==> src/rtl/cache_arbiter_pkg.sv <==
// Shared types for the cache arbiter: word/mask widths and the FSM state enum.
package lc3b_types;

  typedef logic [15:0] lc3b_word;
  typedef logic [1:0]  lc3b_mem_wmask;

  typedef enum logic [1:0] {
    IDLE    = 2'd0,
    SERVE_I = 2'd1,
    SERVE_D = 2'd2
  } arb_state_t;

  // Instruction fetches always read the full word.
  localparam lc3b_mem_wmask FETCH_WMASK = 2'b11;

endpackage

==> src/rtl/cache_arbiter_if.sv <==
// Bus bundle between the two requesters, the arbiter and the shared memory port.
// Handshake: a requester raises read/write with stable attributes and holds
// them until its single-cycle resp strobe; the memory side answers a pmem
// strobe with a single-cycle pmem_resp carrying pmem_rdata in the same cycle.
interface cache_arbiter_if;
  import lc3b_types::*;

  logic          ifetch_read;
  lc3b_word      ifetch_address;
  lc3b_word      ifetch_rdata;
  logic          ifetch_resp;

  logic          mem_read;
  logic          mem_write;
  lc3b_word      mem_address;
  lc3b_word      mem_wdata;
  lc3b_mem_wmask mem_byte_enable;
  lc3b_word      mem_rdata;
  logic          mem_resp;

  logic          pmem_read;
  logic          pmem_write;
  lc3b_word      pmem_address;
  lc3b_word      pmem_wdata;
  lc3b_mem_wmask pmem_byte_enable;
  lc3b_word      pmem_rdata;
  logic          pmem_resp;

  // Arbiter view.
  modport slave (
    input  ifetch_read, ifetch_address,
    output ifetch_rdata, ifetch_resp,
    input  mem_read, mem_write, mem_address, mem_wdata, mem_byte_enable,
    output mem_rdata, mem_resp,
    output pmem_read, pmem_write, pmem_address, pmem_wdata, pmem_byte_enable,
    input  pmem_rdata, pmem_resp
  );

  // Environment view (requesters plus memory).
  modport master (
    output ifetch_read, ifetch_address,
    input  ifetch_rdata, ifetch_resp,
    output mem_read, mem_write, mem_address, mem_wdata, mem_byte_enable,
    input  mem_rdata, mem_resp,
    input  pmem_read, pmem_write, pmem_address, pmem_wdata, pmem_byte_enable,
    output pmem_rdata, pmem_resp
  );

endinterface

==> src/rtl/cache_arbiter_grant.sv <==
// Next-grant decision for the arbiter. Fixed data priority by default;
// with ARBITER_RR_EN defined a tie goes to the requester not served last.
module arb_grant (
  input  logic i_ifetch_req,
  input  logic i_mem_req,
`ifdef ARBITER_RR_EN
  input  logic i_last_was_d,
`endif
  output logic o_grant_i,
  output logic o_grant_d
);

  // Pick at most one winner among the active requesters.
  always_comb begin
    o_grant_i = 1'b0;
    o_grant_d = 1'b0;
`ifdef ARBITER_RR_EN
    if (i_ifetch_req && i_mem_req) begin
      o_grant_d = ~i_last_was_d;
      o_grant_i = i_last_was_d;
    end else begin
      o_grant_d = i_mem_req;
      o_grant_i = i_ifetch_req;
    end
`else
    o_grant_d = i_mem_req;
    o_grant_i = i_ifetch_req & ~i_mem_req;
`endif
  end

endmodule

==> src/rtl/cache_arbiter.sv <==
// Shares one memory port between instruction fetch and data access, one
// transaction at a time. Build option: ARBITER_RR_EN (alternate tie winner).
module cache_arbiter
  import lc3b_types::*;
(
  input  logic            clk,
  input  logic            reset_n,
  cache_arbiter_if.slave  bus,
  output arb_state_t      o_dbg_state
);

  arb_state_t    r_state;
  arb_state_t    w_next_state;
  lc3b_word      r_address;
  lc3b_word      r_wdata;
  lc3b_mem_wmask r_byte_enable;
  logic          r_write;
  logic          w_mem_req;
  logic          w_grant_i;
  logic          w_grant_d;
  logic          w_resp_i;
  logic          w_resp_d;

  assign w_mem_req = bus.mem_read | bus.mem_write;

`ifdef ARBITER_RR_EN
  logic r_last_was_d;

  arb_grant u_grant (
    .i_ifetch_req (bus.ifetch_read),
    .i_mem_req    (w_mem_req),
    .i_last_was_d (r_last_was_d),
    .o_grant_i    (w_grant_i),
    .o_grant_d    (w_grant_d)
  );

  // Remember who won the most recent grant; reset points at fetch.
  always_ff @(posedge clk) begin
    if (!reset_n) begin
      r_last_was_d <= 1'b0;
    end else if (r_state == IDLE && (w_grant_d || w_grant_i)) begin
      r_last_was_d <= w_grant_d;
    end
  end
`else
  arb_grant u_grant (
    .i_ifetch_req (bus.ifetch_read),
    .i_mem_req    (w_mem_req),
    .o_grant_i    (w_grant_i),
    .o_grant_d    (w_grant_d)
  );
`endif

  // State register plus the transaction attributes captured on the grant edge.
  always_ff @(posedge clk) begin
    if (!reset_n) begin
      r_state       <= IDLE;
      r_address     <= '0;
      r_wdata       <= '0;
      r_byte_enable <= '0;
      r_write       <= 1'b0;
    end else begin
      r_state <= w_next_state;
      if (r_state == IDLE) begin
        if (w_grant_d) begin
          r_address     <= bus.mem_address;
          r_wdata       <= bus.mem_wdata;
          r_byte_enable <= bus.mem_byte_enable;
          r_write       <= bus.mem_write;
        end else if (w_grant_i) begin
          r_address     <= bus.ifetch_address;
          r_wdata       <= '0;
          r_byte_enable <= FETCH_WMASK;
          r_write       <= 1'b0;
        end
      end
    end
  end

  // Next state and completion strobes; pmem_resp only matters while serving.
  always_comb begin
    w_next_state = r_state;
    w_resp_i     = 1'b0;
    w_resp_d     = 1'b0;
    case (r_state)
      IDLE: begin
        if (w_grant_d)      w_next_state = SERVE_D;
        else if (w_grant_i) w_next_state = SERVE_I;
      end
      SERVE_I: begin
        if (bus.pmem_resp) begin
          w_resp_i     = 1'b1;
          w_next_state = IDLE;
        end
      end
      SERVE_D: begin
        if (bus.pmem_resp) begin
          w_resp_d     = 1'b1;
          w_next_state = IDLE;
        end
      end
      default: w_next_state = IDLE;
    endcase
  end

  // The shared port is driven only from the captured registers.
  assign bus.pmem_read        = (r_state != IDLE) & ~r_write;
  assign bus.pmem_write       = (r_state != IDLE) &  r_write;
  assign bus.pmem_address     = r_address;
  assign bus.pmem_wdata       = r_wdata;
  assign bus.pmem_byte_enable = r_byte_enable;

  assign bus.ifetch_resp  = w_resp_i;
  assign bus.mem_resp     = w_resp_d;
  assign bus.ifetch_rdata = bus.pmem_rdata;
  assign bus.mem_rdata    = bus.pmem_rdata;

  assign o_dbg_state = r_state;

endmodule

==> src/flat_wrapper.sv <==
// flat-port wrapper written by rule: the top's interface ports become plain ports
module cache_arbiter_flat import lc3b_types::*;
  (clk, reset_n, o_dbg_state, bus_ifetch_read, bus_ifetch_address, bus_ifetch_rdata, bus_ifetch_resp, bus_mem_read, bus_mem_write, bus_mem_address, bus_mem_wdata, bus_mem_byte_enable, bus_mem_rdata, bus_mem_resp, bus_pmem_read, bus_pmem_write, bus_pmem_address, bus_pmem_wdata, bus_pmem_byte_enable, bus_pmem_rdata, bus_pmem_resp);
  cache_arbiter_if bus_i ();
  input  logic clk;
  input  logic reset_n;
  output arb_state_t o_dbg_state;
  input wire logic [$bits(bus_i.ifetch_read)-1:0] bus_ifetch_read;
  input wire logic [$bits(bus_i.ifetch_address)-1:0] bus_ifetch_address;
  output wire logic [$bits(bus_i.ifetch_rdata)-1:0] bus_ifetch_rdata;
  output wire logic [$bits(bus_i.ifetch_resp)-1:0] bus_ifetch_resp;
  input wire logic [$bits(bus_i.mem_read)-1:0] bus_mem_read;
  input wire logic [$bits(bus_i.mem_write)-1:0] bus_mem_write;
  input wire logic [$bits(bus_i.mem_address)-1:0] bus_mem_address;
  input wire logic [$bits(bus_i.mem_wdata)-1:0] bus_mem_wdata;
  input wire logic [$bits(bus_i.mem_byte_enable)-1:0] bus_mem_byte_enable;
  output wire logic [$bits(bus_i.mem_rdata)-1:0] bus_mem_rdata;
  output wire logic [$bits(bus_i.mem_resp)-1:0] bus_mem_resp;
  output wire logic [$bits(bus_i.pmem_read)-1:0] bus_pmem_read;
  output wire logic [$bits(bus_i.pmem_write)-1:0] bus_pmem_write;
  output wire logic [$bits(bus_i.pmem_address)-1:0] bus_pmem_address;
  output wire logic [$bits(bus_i.pmem_wdata)-1:0] bus_pmem_wdata;
  output wire logic [$bits(bus_i.pmem_byte_enable)-1:0] bus_pmem_byte_enable;
  input wire logic [$bits(bus_i.pmem_rdata)-1:0] bus_pmem_rdata;
  input wire logic [$bits(bus_i.pmem_resp)-1:0] bus_pmem_resp;
  assign bus_i.ifetch_read = bus_ifetch_read;
  assign bus_i.ifetch_address = bus_ifetch_address;
  assign bus_ifetch_rdata = bus_i.ifetch_rdata;
  assign bus_ifetch_resp = bus_i.ifetch_resp;
  assign bus_i.mem_read = bus_mem_read;
  assign bus_i.mem_write = bus_mem_write;
  assign bus_i.mem_address = bus_mem_address;
  assign bus_i.mem_wdata = bus_mem_wdata;
  assign bus_i.mem_byte_enable = bus_mem_byte_enable;
  assign bus_mem_rdata = bus_i.mem_rdata;
  assign bus_mem_resp = bus_i.mem_resp;
  assign bus_pmem_read = bus_i.pmem_read;
  assign bus_pmem_write = bus_i.pmem_write;
  assign bus_pmem_address = bus_i.pmem_address;
  assign bus_pmem_wdata = bus_i.pmem_wdata;
  assign bus_pmem_byte_enable = bus_i.pmem_byte_enable;
  assign bus_i.pmem_rdata = bus_pmem_rdata;
  assign bus_i.pmem_resp = bus_pmem_resp;
  cache_arbiter u_core (.clk(clk), .reset_n(reset_n), .bus(bus_i), .o_dbg_state(o_dbg_state));
endmodule
==> config.mk <==
export PLATFORM = sky130hd
export DESIGN_NAME = cache_arbiter_flat
export DESIGN_NICKNAME = d
export VERILOG_FILES = /design/src/rtl/cache_arbiter_pkg.sv /design/src/rtl/cache_arbiter_if.sv /design/src/rtl/cache_arbiter_grant.sv /design/src/rtl/cache_arbiter.sv /design/src/flat_wrapper.sv
export SDC_FILE = /design/constraint.sdc
export NUM_CORES = 1
export LEC_CHECK = 0
export CORE_AREA = 2 2 73 75
export CTS_CLUSTER_DIAMETER = 120
export CTS_CLUSTER_SIZE = 12
export DETAILED_ROUTE_END_ITERATION = 6
export DIE_AREA = 0 0 75 77
export PLACE_DENSITY = 0.95
export SETUP_SLACK_MARGIN = 0.2
export SYNTH_ARGS = -nofsm -noshare
export SYNTH_HDL_FRONTEND = slang
export SYNTH_SLANG_ARGS = --single-unit
==> constraint.sdc <==
create_clock -name clk -period 3.5 [get_ports clk]
set_clock_uncertainty 0.1 [all_clocks]
set_input_delay 0.7 -clock clk [delete_from_list [all_inputs] [get_ports clk]]
set_output_delay 0.7 -clock clk [all_outputs]
set_load 0.02 [all_outputs]
==> impl_metrics.tcl <==
set metrics [dict create \
    switching_share 0.300 \
    synth_edf_count 0 \
    cts_buffer_depth 2 \
    ff_latch_area_um2 741 \
    clock_latency_ps 280 \
    hold_viol_final 0 \
    grt-ovfl-total 0 \
    yosys.area.top_type "dfxtp_1" \
    fp.dieH_um 77 \
    place.gp.congestion 0.718 \
    cp.arrival_ps 1930 \
    fmax_mhz 366 \
    period_needed_ps 2730 \
    worst_setup_path_end_kind "output port" \
    synthTopCellsByArea "dfxtp_1 (43%), buf_4 (14%), mux2i_1 (9.4%)" \
    multiInputGateArea_um2 656 \
    area_delta_synth_final_pct 49.9 \
    max-vdd-ir-drop_v 0.000254 \
    dp_hpwl_um 3180 \
    max_slew.worst_pin.slew_ps 1160 \
    synth_area_per_cell_um2 9.89 \
    antennaDiodeCount 0 \
    synth.cell_area_mm2 0.00171 \
    cts_tree "yes" \
    synth_nets 248 \
    grt_use_total 0.156 \
    grt_pass1_vias 1480 \
    post_cts_buffers 0 \
    cp-startpoint "bus_pmem_resp" \
    power_leakage_nw 1.04 \
    grt.busiest_layer "met2" \
    vias 1447 \
    switchingPower_w 0.000370 \
    pwr-share-seq 0.412 \
    fin_util 0.516 \
    cts_buffers 5 \
    synthTopCellsByCount "dfxtp_1 (37), buf_4 (32), a21oi_1 (18), a22o_1 (16), mux2i_1 (16)" \
    synth_cells 173 \
    yosysSeqAreaShare 0.433 \
    num_rows 26 \
    rrSetupSlack_ps 1250 \
    min_path_type "reg -> reg" \
    worstReg2RegEnd "u_core.bus.pmem_wdata[12]" \
    drive_above_1_share 0.0593 \
    synth_warnings 0 \
    total_power_w 0.00123 \
    async_flop_share 0 \
    synth.top_cell.area_share 0.433 \
    ant_nets 0 \
    cp-endpoint "bus_ifetch_resp" \
    start_util 0.344 \
    drc_errors 0 \
    worstSetupPathType "in -> out" \
    required_ps 2700 \
    maxCapViolations 0 \
    startpoint_type "input pin" \
    relSlewSlack 0.227 \
    r2r_cells 5 \
    grt_start_max_net_pins 35 \
    setup_viol_count_final 0 \
    clkPwrFrac 0.266 \
    p_int_w 0.000865 \
    rsz0062_at_grt "false" \
    r2r-start "u_core.o_dbg_state[0]" \
    io_pins 144 \
    ys_ff_latch 37 \
    dieArea_mm2 0.00578 \
    fin_tns_setup_ps 0 \
    core_area_mm2 0.00498 \
    met3_usage 0.0578 \
    drt-vias-per-instance 4.73 \
    clk_pin_slew_ps 70 \
    fillCellCount 455 \
    die_w_um 75 \
    postCtsHoldBufs 0 \
    wl_per_cell_um 13.9 \
    drt_first_iter_violations 40 \
    cp_max_fo 4 \
    synth_top_flop_cell "dfxtp_1" \
    powerDensity_mw_per_mm2 481 \
    combPwrFrac 0.322 \
    port_buffers 95 \
    period_share 0.781 \
    yosysMostFrequentCell "dfxtp_1" \
    synth_cell_types 23 \
    nets 310 \
    drt_first_pass_iters 4 \
    grt_pass1_wl_um 6990 \
    antenna_found_initial 0 \
    use_met2 0.254 \
    routed_wl_um 4270 \
    cts.repair.resized 0 \
    clockRootBuffer "clkbuf_8" \
    gr-usage-met1 0.175 \
    slew_viol_final 0 \
    clkSinkCount 37 \
    cts_max_level 2 \
    status "complete, no violations" \
]
==> layer usage <==
| layer | vias up | part of all wire |
|---|---|---|
| met5 | - | 0 |
| met4 | 0 | 0.017 |
| met3 | 9 | 0.10 |
| met2 | 80 | 0.50 |
| met1 | 657 | 0.38 |
| li1 | 701 | - |
==> flip-flops by register name (all words and copies together), names as in the netlist <==
signal                       cells
u_core.bus.pmem_address         16
u_core.bus.pmem_wdata           16
u_core.bus.pmem_byte_enable      2
u_core.o_dbg_state               2
u_core.r_write                   1
==> worst min path at each step <==
stage	to	cells past startpoint	slack [ps]	startpoint
floorplan	u_core.r_write	2	400	u_core.r_write
global placement	u_core.bus.pmem_wdata[1]	1	350	u_core.bus.pmem_wdata[1]
detailed placement	u_core.bus.pmem_wdata[4]	1	360	u_core.bus.pmem_wdata[4]
CTS	u_core.bus.pmem_wdata[4]	1	380	u_core.bus.pmem_wdata[4]
global route	u_core.bus.pmem_wdata[4]	1	400	u_core.bus.pmem_wdata[4]
finish	u_core.bus.pmem_wdata[4]	1	370	u_core.bus.pmem_wdata[4]
==> placed cells by master, fill, tap and decap left out <==
cell / count
clkbuf_8: 7
a22o_1: 16
clkinv_2: 1
a21oi_1: 18
clkdlybuf4s50_1: 95
o21ai_0: 15
nor2_1: 3
and3_4: 1
nor3b_1: 1
nand2b_1: 2
o31a_1: 1
mux2i_1: 16
and2_1: 2
ha_1: 3
or2_1: 1
o221a_2: 2
nor2b_1: 4
o21ai_1: 4
inv_1: 2
a22oi_1: 1
buf_4: 3
o21a_1: 1
dfxtp_1: 37
==> per-stage QoR <==
| stage | cell area, um2 | hold slack (ps) | instances | setup slack [ps] |
|---|---|---|---|---|
| finish | 2570 | 372 | 306 | 766 |
| global route | 2570 | 400 | 306 | 712 |
| CTS | 2570 | 379 | 306 | 760 |
| detailed placement | 2460 | 362 | 298 | 691 |
| global placement | 2460 | 354 | 298 | 786 |
| floorplan | 1710 | 403 | 173 | 1530 |
==> power by group through the flow <==
stage / sequential, W / clock, W / combinational, W
floorplan: 0.000581 / 0 / 0.000186
global placement: 0.000516 / 0 / 0.000390
detailed placement: 0.000516 / 0 / 0.000399
CTS: 0.000509 / 0.000338 / 0.000401
global route: 0.000516 / 0.000355 / 0.000430
finish: 0.000509 / 0.000329 / 0.000398
==> cell type report <==
cell class / count / share of cell area
Clock inverter: 1 / 0.00195
Sequential cell: 37 / 0.289
Timing Repair Buffer: 98 / 0.379
Multi-Input combinational cell: 91 / 0.255
Clock buffer: 7 / 0.0375
Inverter: 2 / 0.00293
Tap cell: 70 / 0.0341
==> cells by family (layout without fill, tap and decap cells) <==
family | Yosys count | count (layout) | synth area share
adders and majority gates | 3 | 3 | 0.0219
buffers and inverters | 45 | 108 | 0.184
muxes | 16 | 16 | 0.0936
DFF | 37 | 37 | 0.433
AOI/OAI and AO/OA | 58 | 58 | 0.217
and+or+nand+nor | 14 | 14 | 0.0504
==> critical path, cell delays in order <==
cell and delay [ps]:
clkdlybuf4s50_1 510, and2_1 130, clkdlybuf4s50_1 590
No activity file was read; power rests on OpenSTA's default activity.
